## config.mk

```make
export PLATFORM = sky130hd
export DESIGN_NAME = uart_tx
export DESIGN_NICKNAME = d
export VERILOG_FILES = /design/src/rtl/uart_pkg.sv /design/src/rtl/uart_baud_gen.sv /design/src/rtl/uart_tx.sv
export SDC_FILE = /design/constraint.sdc
export NUM_CORES = 1
export LEC_CHECK = 0
export CAP_MARGIN = 20
export CORE_UTILIZATION = 30
export DETAILED_ROUTE_END_ITERATION = 10
export PLACE_DENSITY_LB_ADDON = 0.12
export SYNTH_ARGS = -nofsm -noshare
export SYNTH_HDL_FRONTEND = slang
export SYNTH_SLANG_ARGS = --single-unit
```

## constraint.sdc

```tcl
create_clock -name clk -period 4.75 [get_ports clk]
set_input_delay 0.475 -clock clk [delete_from_list [all_inputs] [get_ports clk]]
set_output_delay 0.475 -clock clk [all_outputs]
set_load 0.01 [all_outputs]
```

## src/rtl/uart_pkg.sv

```systemverilog
// Shared UART definitions: FSM state encoding, data width and parity helper.
// Used by uart_tx and intended for reuse by uart_rx.
package uart_pkg;

  localparam int unsigned DATA_BITS = 8;

  typedef enum logic [2:0] {
    IDLE,
    START,
    DATA,
    PARITY,
    STOP
  } uart_state_t;

  function automatic logic parity_bit(input logic [DATA_BITS-1:0] byte_i, input logic odd_i);
    return (^byte_i) ^ odd_i;
  endfunction

endpackage

```

## src/rtl/uart_baud_gen.sv

```systemverilog
// Bit-period counter: wraps at CLKS_PER_BIT-1 and restarts on a synchronous clear.
// pre_tick_o flags the cycle before the wrap so callers can act one cycle early.
module uart_baud_gen #(
  parameter int unsigned CLKS_PER_BIT = 434
) (
  input  logic clk_i,
  input  logic srst_ni,
  input  logic clr_i,
  output logic bit_tick_o,
  output logic pre_tick_o
);

  localparam int unsigned CntW = $clog2(CLKS_PER_BIT);
  localparam logic [CntW-1:0] CntLast = CntW'(CLKS_PER_BIT - 1);
  localparam logic [CntW-1:0] CntPre  = CntW'(CLKS_PER_BIT - 2);

  logic [CntW-1:0] cnt_q, cnt_d;

  assign bit_tick_o = (cnt_q == CntLast);
  assign pre_tick_o = (cnt_q == CntPre);

  always_comb begin
    cnt_d = cnt_q + 1'b1;
    if (clr_i || bit_tick_o) begin
      cnt_d = '0;
    end
  end

  always_ff @(posedge clk_i) begin
    if (!srst_ni) begin
      cnt_q <= '0;
    end else begin
      cnt_q <= cnt_d;
    end
  end

endmodule

```

## src/rtl/uart_tx.sv

```systemverilog
// UART transmitter, 8 data bits LSB first, 1 or 2 stop bits, registered outputs.
// Define UART_TX_PARITY_EN to add a parity bit (even/odd chosen by PARITY_ODD).
module uart_tx
  import uart_pkg::*;
#(
  parameter int unsigned CLK_RATE   = 50_000_000,
  parameter int unsigned BAUD_RATE  = 115_200,
  parameter int unsigned STOP_BITS  = 1,
  parameter int unsigned PARITY_ODD = 0
) (
  input  logic       clk,
  input  logic       reset_n,
  input  logic       data_val,
  input  logic [7:0] data,
  output logic       ready,
  output logic       tx
);

  localparam int unsigned ClksPerBit = CLK_RATE / BAUD_RATE;
  localparam int unsigned BitCntW    = $clog2(DATA_BITS);
  localparam logic [BitCntW-1:0] BitLast  = BitCntW'(DATA_BITS - 1);
  localparam logic               StopLast = 1'(STOP_BITS - 1);

  uart_state_t state_q, state_d;
  logic [DATA_BITS-1:0] shift_q, shift_d;
  logic [BitCntW-1:0]   bit_cnt_q, bit_cnt_d;
  logic                 stop_cnt_q, stop_cnt_d;
  logic                 tx_q, tx_d;
  logic                 ready_q, ready_d;
  logic                 baud_clr;
  logic                 bit_tick;
  logic                 pre_tick;

`ifdef UART_TX_PARITY_EN
  logic parity_q, parity_d;
`else
  logic unused_parity_odd;
  assign unused_parity_odd = (PARITY_ODD != 0);
`endif

  uart_baud_gen #(
    .CLKS_PER_BIT(ClksPerBit)
  ) u_baud_gen (
    .clk_i     (clk),
    .srst_ni   (reset_n),
    .clr_i     (baud_clr),
    .bit_tick_o(bit_tick),
    .pre_tick_o(pre_tick)
  );

  assign ready = ready_q;
  assign tx    = tx_q;

  always_comb begin
    state_d    = state_q;
    shift_d    = shift_q;
    bit_cnt_d  = bit_cnt_q;
    stop_cnt_d = stop_cnt_q;
    tx_d       = tx_q;
    ready_d    = ready_q;
    baud_clr   = 1'b0;
`ifdef UART_TX_PARITY_EN
    parity_d   = parity_q;
`endif

    unique case (state_q)
      IDLE: begin
        tx_d    = 1'b1;
        ready_d = 1'b1;
        if (ready_q && data_val) begin
          state_d    = START;
          shift_d    = data;
          bit_cnt_d  = '0;
          stop_cnt_d = 1'b0;
          tx_d       = 1'b0;
          ready_d    = 1'b0;
          baud_clr   = 1'b1;
`ifdef UART_TX_PARITY_EN
          parity_d   = parity_bit(data, PARITY_ODD != 0);
`endif
        end
      end
      START: begin
        if (bit_tick) begin
          state_d = DATA;
          tx_d    = shift_q[0];
        end
      end
      DATA: begin
        if (bit_tick) begin
          if (bit_cnt_q == BitLast) begin
`ifdef UART_TX_PARITY_EN
            state_d = PARITY;
            tx_d    = parity_q;
`else
            state_d = STOP;
            tx_d    = 1'b1;
`endif
          end else begin
            bit_cnt_d = bit_cnt_q + 1'b1;
            shift_d   = {1'b0, shift_q[DATA_BITS-1:1]};
            tx_d      = shift_q[1];
          end
        end
      end
`ifdef UART_TX_PARITY_EN
      PARITY: begin
        if (bit_tick) begin
          state_d = STOP;
          tx_d    = 1'b1;
        end
      end
`endif
      STOP: begin
        tx_d = 1'b1;
        // Leave one cycle early: the accept edge in IDLE closes the last stop bit, so
        // back-to-back frames carry no idle gap while every bit still lasts a full period.
        if ((stop_cnt_q == StopLast) && pre_tick) begin
          state_d = IDLE;
          ready_d = 1'b1;
        end else if (bit_tick) begin
          stop_cnt_d = 1'b1;
        end
      end
      default: begin
        state_d = IDLE;
        tx_d    = 1'b1;
        ready_d = 1'b0;
      end
    endcase
  end

  always_ff @(posedge clk) begin
    if (!reset_n) begin
      state_q    <= IDLE;
      shift_q    <= '0;
      bit_cnt_q  <= '0;
      stop_cnt_q <= 1'b0;
      tx_q       <= 1'b1;
      ready_q    <= 1'b0;
`ifdef UART_TX_PARITY_EN
      parity_q   <= 1'b0;
`endif
    end else begin
      state_q    <= state_d;
      shift_q    <= shift_d;
      bit_cnt_q  <= bit_cnt_d;
      stop_cnt_q <= stop_cnt_d;
      tx_q       <= tx_d;
      ready_q    <= ready_d;
`ifdef UART_TX_PARITY_EN
      parity_q   <= parity_d;
`endif
    end
  end

endmodule
```

## After elaboration in Yosys (flattened, before gate mapping)

Index checks and enable logic that the tools add are counted.

| storage, ports and cells | value |
|---|---|
| register bits | 26 |
| bits in latches | 0 |
| RAM bits | 0 |
| bits in read-only memories | 0 |
| input bits | 11 |
| output and inout port bits | 2 |
| memories | 0 |

| operators by class | value |
|---|---|
| add/sub/neg operators | 2 |
| multiply operators | 0 |
| divide/modulo/power cells | 0 |
| order comparisons | 0 |
| eq/ne operators | 14 |
| shift-type cells | 0 |
| mux-type cells | 27 |
| bitwise logic cells | 3 |
| reduce and logical (&&, ||, !) cells | 13 |

Operators with widths:

| operator | number |
|---|---|
| 3-bit two-way mux | 8 |
| 8-bit two-way mux | 3 |
| 9-bit == test (second input constant) | 2 |
| 8-bit one-hot mux with 2 select lines | 1 |
| 3-bit one-hot mux with 4 select lines | 1 |
| 1-bit two-way mux | 10 |
| 2-bit inequality test (second input constant) | 5 |
| 9-bit by 1-bit adder with 9-bit output (second input constant) | 1 |
| 4-bit AND reduction | 2 |
| 3-bit == test (second input constant) | 2 |
| 2-bit by 1-bit inequality test with 1-bit output (second input constant) | 3 |
| 1-bit one-hot mux with 3 select lines | 2 |
| 3-bit one-hot mux with 2 select lines | 1 |
| 5-bit AND reduction | 1 |
| 2-bit AND reduction | 2 |
| 2-bit nonzero test | 2 |
| 2-bit OR reduction | 2 |
| 3-bit by 1-bit adder with 3-bit output (second input constant) | 1 |
| 3-bit by 1-bit == test with 1-bit output (second input constant) | 1 |
| 3-bit by 2-bit == test with 1-bit output (second input constant) | 1 |
| 3-bit zero test | 1 |
| 1-bit NOT | 3 |
| 1-bit logical AND | 2 |
| 1-bit one-hot mux with 2 select lines | 1 |
| 1-bit logical OR | 1 |

## Logic depth before layout (Yosys ltp)

Gate-level depths: netlist of run 1.

| logic depth | value |
|---|---|
| depth in word-level cells | 5 |
| mapped depth | 8 |

## Cells and area by module

From an unflattened synthesis of run 1, not the netlist that was laid out.

| second synthesis, totals | value |
|---|---|
| cells, all modules | 148 |
| area total of the unflattened synthesis | 1336.3 um2 |

Modules (own cells, without submodules):

| module | instances | cells each | area an instance (um2) | sequential area each (um2) |
|---|---|---|---|---|
| uart_tx | 1 | 100 | 907.1 | 340.3 |
| uart_baud_gen | 1 | 48 | 429.2 | 180.2 |

## Worst setup path after synthesis of run 1

Ideal clock, no wire load.

| path | value |
|---|---|
| path type | flip-flop to flip-flop |
| from | reg bit_cnt_q[0] |
| to | reg bit_cnt_q[2] |
| library setup time | 0.072 ns |
| data arrival time | 1.554 ns |
| slack | 3.125 ns |
| cell stages (with the launch flop) | 8 |
| buffers on the path | 1 |
| period minus slack after synthesis | 1.625 ns |
| path through | dfxtp_1 > ha_1 > ha_1 > nand2b_1 > a21boi_2 > and2_4 > buf_6 > mux2i_1 |

| on the way | value |
|---|---|
| word-level cells in the longest chain between the ends | 4 |
| elaborated cells on any way between the ends | 7 |
| those cells by class | add/sub (1); eq/ne (2); mux (3); reduce/logical (1) |

Ends and longest elaborated chain:

| item | RTL line | text |
|---|---|---|
| start: declaration | uart_tx.sv:26 | `logic [BitCntW-1:0] bit_cnt_q, bit_cnt_d;` |
| start signal: assignment | uart_tx.sv:147 | `bit_cnt_q <= bit_cnt_d;` |
| 3-bit by 1-bit adder with 3-bit output | uart_tx.sv:100 | `bit_cnt_d = bit_cnt_q + 1'b1;` |
| 3-bit two-way mux | uart_tx.sv:91 | `if (bit_cnt_q == BitLast) begin` |
| 3-bit two-way mux | uart_tx.sv:90 | `if (bit_tick) begin` |
| 3-bit one-hot mux with 2 select lines | uart_tx.sv:66 | `unique case (state_q)` |

Several ways; a longest one is shown, not always the timed one. The select of a mux whose other input is x is not followed.
A chain may end at the register's enable or synchronous reset.

## Worst setup path in the final report of run 1

| path | value |
|---|---|
| from | reg state_q[1] |
| to | reg bit_cnt_q[0] |

| on the way | value |
|---|---|
| word-level cells in the longest chain between the ends | 3 |
| elaborated cells on any way between the ends | 8 |
| those cells by class | eq/ne (4); mux (1); reduce/logical (3) |

Ends and longest elaborated chain:

| item | RTL line | text |
|---|---|---|
| start: declaration | uart_tx.sv:24 | `uart_state_t state_q, state_d;` |
| start signal: assignment | uart_tx.sv:145 | `state_q <= state_d;` |
| 3-bit by 2-bit == test with 1-bit output / 3-bit zero test (equally long branches) | uart_tx.sv:66 |  |
| 2-bit inequality test (no source line), or another cell as far along | - |  |
| 4-bit AND reduction (no source line) | - |  |

Several ways; a longest one is shown, not always the timed one.

==> results of run 1 <==
==> flip-flops by register name (all words and copies together) (netlist names) <==
register and cells:
state_q 3, tx 1, shift_q 8, stop_cnt_q 1, bit_cnt_q 3, u_baud_gen.cnt_q 9, ready 1
==> kinds of logic after synthesis <==
kind of cell    after synthesis  synth area share
compound gates               23             0.113
xor+xnor                      8            0.0524
fa+ha+maj                     5            0.0468
buf+inv                      13            0.0561
flops                        26             0.389
mux                          12            0.0973
simple gates                 61             0.245
==> report_power, final <==
part	leakage (uW)	switching, uW	internal (uW)
clock	0.0000357	73.1	113
sequential	0.000211	13.4	231
combinational	0.000326	40.7	40.5
total	0.000573	127	385
==> cell usage after synthesis, types with 2 or more instances <==
library cell  instances  area share
buf_2                 3       0.011
ha_1                  5       0.047
dfxtp_1              26        0.39
mux2i_1               4       0.030
mux2_2                8       0.067
o32ai_1               2       0.013
nand2b_1              2      0.0094
o21ai_0               2      0.0075
nand3_1               7       0.026
inv_1                 4       0.011
nand2_1              18       0.051
nand3b_1              2       0.011
o21ai_1               8       0.030
buf_6                 3       0.025
clkbuf_1              3      0.0084
xor2_1                3       0.020
a21oi_1               5       0.019
nand4_1               8       0.037
nor2_1               11       0.031
xnor2_1               5       0.033
==> layer usage <==
layer	vias up	routed length (um)	share of wire	GRT usage
li1	536	-	-	-
met1	475	1390	0.52	0.185
met2	14	1180	0.44	0.208
met3	2	81	0.030	0.0345
met4	0	24	0.0090	0.0306
met5	-	0	0	0
==> worst reg2reg max path, delay by kind of cell, from the launching register on <==
kind	cells	cell delay, ps
mux	1	130
flops	1	560
simple gates	2	1050
compound gates	1	410
==> area by class of cell <==
class	instances	area, um^2
Clock inverter	1	30.0
Tap cell	50	62.6
Clock buffer	3	41.3
Fill cell	439	2610
Inverter	4	15.0
Timing Repair Buffer	12	120
Multi-Input combinational cell	109	742
Sequential cell	26	520
==> final timing paths <==
| check | slack [ps] | cells after the start | start | endpoint |
|---|---|---|---|---|
| setup / recovery | 2470 | 4 | state_q[1]$_SDFFE_PN0P_ | bit_cnt_q[0]$_SDFFE_PN0P_ |
| hold / removal | 450 | 2 | shift_q[5]$_SDFFE_PN0P_ | shift_q[5]$_SDFFE_PN0P_ |
| setup reg to reg | 2470 | 4 | state_q[1]$_SDFFE_PN0P_ | bit_cnt_q[0]$_SDFFE_PN0P_ |
| hold reg to reg | 450 | 2 | shift_q[5]$_SDFFE_PN0P_ | shift_q[5]$_SDFFE_PN0P_ |
==> stage by stage <==
step	setup WS [ps]	cells	area, um^2	util
after floorplan	3120	148	1340	-
after global placement	2390	201	1460	0.352
after detailed placement	2310	201	1460	0.352
after CTS	2460	205	1530	0.370
after global routing	2240	205	1530	0.370
final	2470	205	1530	0.370
==> results.sh, run 1 <==
export IMPL_track_usage=0.134
export IMPL_grt_pass1_vias=1020
export IMPL_setup_tns_ps=0
export IMPL_grt_overflow_total=0
export IMPL_cts_tree="yes"
export IMPL_p_leak_uw=0.000573
export IMPL_grt_pass1_wl_um=4720
export IMPL_start_util=0.323
export IMPL_drtPass1Iterations=4
export IMPL_ys_seq_area_frac=0.389
export IMPL_cp_start_kind="flip-flop"
export IMPL_p_total_uw=512
export IMPL_post_cts_setup_buffer_count=0
export IMPL_crit_buf_inv=0
export IMPL_crit_path_top_delay_cell="nor3b_2"
export IMPL_rsz0062_at_grt="false"
export IMPL_async_flop_share=0
export IMPL_synth_warnings=0
export IMPL_slew_headroom=0.372
export IMPL_cp_end_kind="flip-flop"
export IMPL_ys_flop_type="dfxtp_1"
export IMPL_core_area_um2=4140
export IMPL_dieHeight_um=68.8
export IMPL_hp_class="reg2reg"
export IMPL_antenna_found_initial=0
export IMPL_slowest_delay_ps=810
export IMPL_cp_top_family="simple AND/OR/NAND/NOR gates"
export IMPL_period_minus_slack_ps=2280
export IMPL_die_area_um2=4730
export IMPL_drtIter0Drc=80
export IMPL_synth_edf_count=0
export IMPL_ys_ff_latch=26
export IMPL_die_w_um=68.8
export IMPL_nets=172
export IMPL_maxCapViolCount=0
export IMPL_ir_drop_mv=0.221
export IMPL_synthCells=148
export IMPL_cts_hold_buf=0
export IMPL_clk_latency_ps=280
export IMPL_finalSetupViolCount=0
export IMPL_worst_setup_path_type="reg2reg"
export IMPL_crit_fanout=12
export IMPL_clock_path_buffers=2
export IMPL_fin_crit_sh=0.479
export IMPL_cts_sinks=26
export IMPL_ios=13
export IMPL_wl_per_cell_um=13.1
export IMPL_syn_cell_area_um2=1340
export IMPL_via_per_inst=5.01
export IMPL_fin_skew_ps=12.8
export IMPL_grt_max_degree=29
export IMPL_drt_total_wl_um=2680
export IMPL_cts_max_level=1
export IMPL_hpwlAfterDp_um=1920
export IMPL_syn_nets=164
export IMPL_worst_pin_slew_ps=940
export IMPL_fmax_ghz=0.439
export IMPL_cts_clk_slew_worst_paths_ps=100
export IMPL_cp_arrival_ps=2430
export IMPL_io_buffers=12
export IMPL_synth_cell_types=39
export IMPL_cts_resized=0
export IMPL_holdWs_ps=454
export IMPL_drive_above_1_share=0.116
export IMPL_postRouteAntennaNets=0
export IMPL_num_rows=23
export IMPL_critPathRequiredTime_ps=4900
export IMPL_hold_viol=0
export IMPL_final_common_cell="dfxtp_1"
export IMPL_drc_errors=0
export IMPL_avgSynthCellArea_um2=9.04
export IMPL_layout_common_cells="dfxtp_1, nand2_1, clkdlybuf4s50_1"
export IMPL_numCtsBuffers=3
export IMPL_place_congestion=0.732
export IMPL_crit_chain="nor3b_2, a21bo_1, and2_4, mux2i_1"
export IMPL_p_per_area_nw_per_um2=334
export IMPL_outcome="complete, no violations"
export IMPL_vias=1027
export IMPL_syn_to_final_growth_pct=14.5
export IMPL_slew_violations=0
export IMPL_diodes=0
export IMPL_cts_root_buf="clkbuf_8"
Note: power is estimated with default switching activity, not from simulation.
==> run 2, diff against run 1 <==
==> constraint.sdc (replaced) <==
create_clock -name clk -period 2.2 [get_ports clk]
set_input_delay 0.22 -clock clk [delete_from_list [all_inputs] [get_ports clk]]
set_output_delay 0.22 -clock clk [all_outputs]
set_load 0.01 [all_outputs]
==> results.sh, run 2 (same netlist as run 1, synthesis figures left out) <==
export IMPL_antenna_found_initial=0
export IMPL_cts_hold_buf=0
export IMPL_holdWs_ps=453
export IMPL_critPathRequiredTime_ps=2410
export IMPL_fin_crit_sh=0.766
export IMPL_largest_registers="u_baud_gen.cnt_q (9), shift_q (8)"
export IMPL_hp_class="reg2reg"
export IMPL_cts_tree="yes"
export IMPL_cp_end_kind="flip-flop"
export IMPL_wl_per_cell_um=13.1
export IMPL_period_minus_slack_ps=1680
export IMPL_track_usage=0.132
export IMPL_cts_resized=0
export IMPL_worst_pin_slew_ps=389
export IMPL_drive_above_1_share=0.138
export IMPL_grt_overflow_total=0
export IMPL_clk_latency_ps=270
export IMPL_grt_pass1_vias=1013
export IMPL_min_from="shift_q[6]$_SDFFE_PN0P_"
export IMPL_hpwlAfterDp_um=2040
export IMPL_postRouteAntennaNets=0
export IMPL_finalSetupViolCount=0
export IMPL_io_buffers=12
export IMPL_num_rows=23
export IMPL_die_area_um2=4730
export IMPL_start_util=0.323
export IMPL_cp_start_kind="flip-flop"
export IMPL_hold_viol=0
export IMPL_cts_sinks=26
export IMPL_cts_root_buf="clkbuf_8"
export IMPL_largest_reg_flops=9
export IMPL_vias=1067
export IMPL_worst_setup_path_type="reg2reg"
export IMPL_post_cts_setup_buffer_count=0
export IMPL_grt_pass1_wl_um=4560
export IMPL_drc_errors=0
export IMPL_die_w_um=68.8
export IMPL_nFillCells=447
export IMPL_p_per_area_nw_per_um2=663
export IMPL_syn_to_final_growth_pct=15.5
export IMPL_slew_headroom=0.741
export IMPL_cts_max_level=1
export IMPL_rsz0062_at_grt="false"
export IMPL_grt_max_degree=17
export IMPL_fmax_ghz=0.594
export IMPL_fin_skew_ps=7.12
export IMPL_nets=176
export IMPL_drtPass1Iterations=4
export IMPL_final_common_cell="dfxtp_1"
export IMPL_timing_rr_start="u_baud_gen.cnt_q[0]$_SDFF_PP0_"
export IMPL_via_per_inst=5.11
export IMPL_ios=13
export IMPL_cts_clk_slew_worst_paths_ps=90
export IMPL_setup_tns_ps=0
export IMPL_diodes=0
export IMPL_crit_fanout=11
export IMPL_layout_common_cells="dfxtp_1, nand2_1, clkdlybuf4s50_1"
export IMPL_numCtsBuffers=3
export IMPL_p_total_uw=1020
export IMPL_drt_total_wl_um=2730
export IMPL_maxCapViolCount=0
export IMPL_p_leak_uw=0.000586
export IMPL_dieHeight_um=68.8
export IMPL_cp_startpoint="u_baud_gen.cnt_q[0]$_SDFF_PP0_"
export IMPL_outcome="complete, no violations"
export IMPL_clock_path_buffers=2
export IMPL_core_area_um2=4140
export IMPL_ir_drop_mv=0.196
export IMPL_drtIter0Drc=61
export IMPL_largest_register="u_baud_gen.cnt_q"
export IMPL_slew_violations=0
export IMPL_place_congestion=0.713
export IMPL_cp_arrival_ps=1900
run 2: cell count changes in the layout (fill, tap and decap cells not counted), sizes merged:
| cell | delta |
|---|---|
| bufinv | -1 |
| clkbuf | +1 |
| buf | +4 |
run 2: report_power, final:
group	leakage (uW)	internal [uW]	switching, uW
clock	0.0000288	160	151
sequential	0.000211	500	28.4
combinational	0.000346	94.9	90.9
run 2: path summary, 6_finish.rpt:
path | slack, ps | depth (start not counted) | to
worst min register to register | 450 | 2 | shift_q[6]$_SDFFE_PN0P_
worst max register to register | 520 | 5 | bit_cnt_q[1]$_SDFFE_PN0P_
worst max-delay path | 520 | 5 | bit_cnt_q[1]$_SDFFE_PN0P_
worst min-delay path | 450 | 2 | shift_q[6]$_SDFFE_PN0P_
run 2: per-layer routing:
| metal | track usage | part of all wire | wire length, um | vias to the layer above |
|---|---|---|---|---|
| li1 | - | - | - | 542 |
| met1 | 0.169 | 0.50 | 1370 | 508 |
| met2 | 0.217 | 0.46 | 1260 | 12 |
| met3 | 0.0247 | 0.021 | 58 | 5 |
| met4 | 0.0536 | 0.017 | 47 | 0 |
| met5 | 0 | 0 | 0 | - |
run 2: through the flow:
stage | cells | area (um^2) | worst slack (ps) | utilization
6_report | 209 | 1550 | 516 | 0.373
3_5_place_dp | 205 | 1490 | 533 | 0.360
5_1_grt | 209 | 1550 | 392 | 0.373
3_3_place_gp | 205 | 1490 | 553 | 0.360
4_1_cts | 209 | 1550 | 514 | 0.373
2_1_floorplan | 148 | 1340 | 575 | -
run 2: cell type report:
type	count	area, um^2	share of cell area
Clock buffer	4	55.1	0.0356
Inverter	4	15.0	0.00972
Multi-Input combinational cell	109	742	0.480
Sequential cell	26	520	0.337
Tap cell	50	62.6	0.0405
Timing Repair Buffer	16	150	0.0972
run 2: worst max-delay path, stage by stage (launching register included):
cell,delay [ps]
dfxtp_1,420
ha_1,170
and4bb_2,260
a21bo_1,290
and2_4,300
mux2i_1,190
==> run 3, diff against run 2 <==
==> constraint.sdc (replaced) <==
create_clock -name clk -period 1.4 [get_ports clk]
set_input_delay 0.14 -clock clk [delete_from_list [all_inputs] [get_ports clk]]
set_output_delay 0.14 -clock clk [all_outputs]
set_load 0.01 [all_outputs]
==> results.sh, run 3 (same netlist as run 1, synthesis figures left out) <==
export IMPL_maxCapViolCount=0
export IMPL_critPathRequiredTime_ps=1570
export IMPL_post_place_cells=228
export IMPL_period_minus_slack_ps=1480
export IMPL_multi_input_area_um2=927
export IMPL_regArea_um2=528
export IMPL_antenna_found_initial=0
export IMPL_core_area_um2=4140
export IMPL_whs_path_depth=2
export IMPL_place_congestion=0.775
export IMPL_place_ws_ps=-125
export IMPL_r2r_slack_ps=-80
export IMPL_cp_start_kind="flip-flop"
export IMPL_via_per_inst=4.98
export IMPL_numCtsBuffers=3
export IMPL_clock_path_buffers=2
export IMPL_final_common_cell="buf_4"
export IMPL_cts_sinks=26
export IMPL_drtIter0Drc=66
export IMPL_start_util=0.323
export IMPL_place_area_um2=1700
export IMPL_die_area_um2=4730
export IMPL_nets=208
export IMPL_grt_pass1_vias=1081
export IMPL_postRouteAntennaNets=0
export IMPL_final_area_um2=1980
export IMPL_p_per_area_nw_per_um2=910
export IMPL_fin_skew_ps=8.27
export IMPL_crit_fanout=4
export IMPL_vias=1201
export IMPL_track_usage=0.155
export IMPL_worst_setup_path_type="reg2reg"
export IMPL_postLayoutSetupSlackWorst_ps=-83.0
export IMPL_clk_latency_ps=270
export IMPL_cts_root_buf="clkbuf_8"
export IMPL_outcome="finished, violations left"
export IMPL_cts_clk_slew_worst_paths_ps=100
export IMPL_finalSetupViolCount=13
export IMPL_grt_max_degree=24
export IMPL_slew_headroom=0.820
export IMPL_cts_max_level=1
export IMPL_diodes=0
export IMPL_drt_total_wl_um=3300
export IMPL_drive_above_1_share=0.445
export IMPL_fin_crit_sh=1.06
export IMPL_ios=13
export IMPL_drtPass1Iterations=4
export IMPL_wl_per_cell_um=13.7
export IMPL_cp_end_kind="flip-flop"
export IMPL_worst_pin_slew_ps=270
export IMPL_syn_to_final_growth_pct=48.2
export IMPL_rsz0062_at_grt="true"
export IMPL_fmax_ghz=0.674
export IMPL_cts_hold_buf=0
export IMPL_largest_register="u_baud_gen.cnt_q"
export IMPL_io_buffers=12
export IMPL_largest_registers="u_baud_gen.cnt_q (9), shift_q (8)"
export IMPL_hp_class="reg2reg"
export IMPL_largest_reg_flops=9
export IMPL_p_leak_uw=0.000776
export IMPL_die_w_um=68.8
export IMPL_dieHeight_um=68.8
export IMPL_num_rows=23
export IMPL_nFillCells=424
export IMPL_r2r_cells=6
export IMPL_hold_viol=0
export IMPL_cp_arrival_ps=1650
export IMPL_violations="negative setup slack"
export IMPL_layout_common_cells="buf_4, dfxtp_1, nand2_1"
export IMPL_cts_tree="yes"
export IMPL_fin_cells=241
export IMPL_grt_pass1_wl_um=5270
export IMPL_hpwlAfterDp_um=2180
export IMPL_grt_overflow_total=0
export IMPL_ir_drop_mv=0.554
export IMPL_drc_errors=0
export IMPL_slew_violations=0
==> run 3: metal layers <==
| layer | track usage | vias up | part of all wire |
|---|---|---|---|
| met5 | 0 | - | 0 |
| met4 | 0.0459 | 0 | 0.0094 |
| met3 | 0.0345 | 5 | 0.020 |
| met2 | 0.259 | 9 | 0.49 |
| met1 | 0.197 | 573 | 0.48 |
| li1 | - | 614 | - |
==> run 3: timing repair <==
| action | 4_1_cts | 5_1_grt |
|---|---|---|
| hold endpoints to repair | 0 | 0 |
| buffers inserted | 6 | 1 |
| pin swaps | 6 | 8 |
| resized for setup | 17 | 21 |
| setup endpoints to repair | 24 | 25 |
| gates cloned | 2 | 0 |
==> run 3: worst max-delay path, stage by stage, from the launching register on <==
cell	delay, ps
dfxtp_2	340
inv_2	50
ha_4	150
and4bb_2	240
and2_4	180
o31a_1	290
mux2i_1	130
==> run 3: area by class of cell <==
class | instances | area share
clock buffer | 4 | 0.0278
inverter | 4 | 0.00758
multi-input combinational | 111 | 0.468
sequential | 26 | 0.266
tap | 50 | 0.0316
timing repair buffer | 46 | 0.199
==> run 3: per-stage QoR <==
step                 util  power [uW]  hold WS, ps  TNS [ps]
finish              0.478        1800          448      -441
floorplan               -        1060          298     -1650
global placement    0.409        1210          437     -1450
CTS                 0.454        1770          431      -360
global route        0.478        1910          460     -1360
detailed placement  0.409        1210          439     -1980
==> run 3: path summary, 6_finish.rpt <==
kind	from	end
min reg2reg	shift_q[2]$_SDFFE_PN0P_	shift_q[2]$_SDFFE_PN0P_
max reg2reg	u_baud_gen.cnt_q[1]$_SDFF_PP0_	state_q[1]$_SDFFE_PN0P_
min	shift_q[2]$_SDFFE_PN0P_	shift_q[2]$_SDFFE_PN0P_
max	u_baud_gen.cnt_q[1]$_SDFF_PP0_	state_q[1]$_SDFFE_PN0P_
==> run 3: power breakdown <==
part	internal [uW]	switching [uW]	leakage, uW
logic	261	225	0.000534
clock network	252	243	0.0000288
registers	788	33.1	0.000214
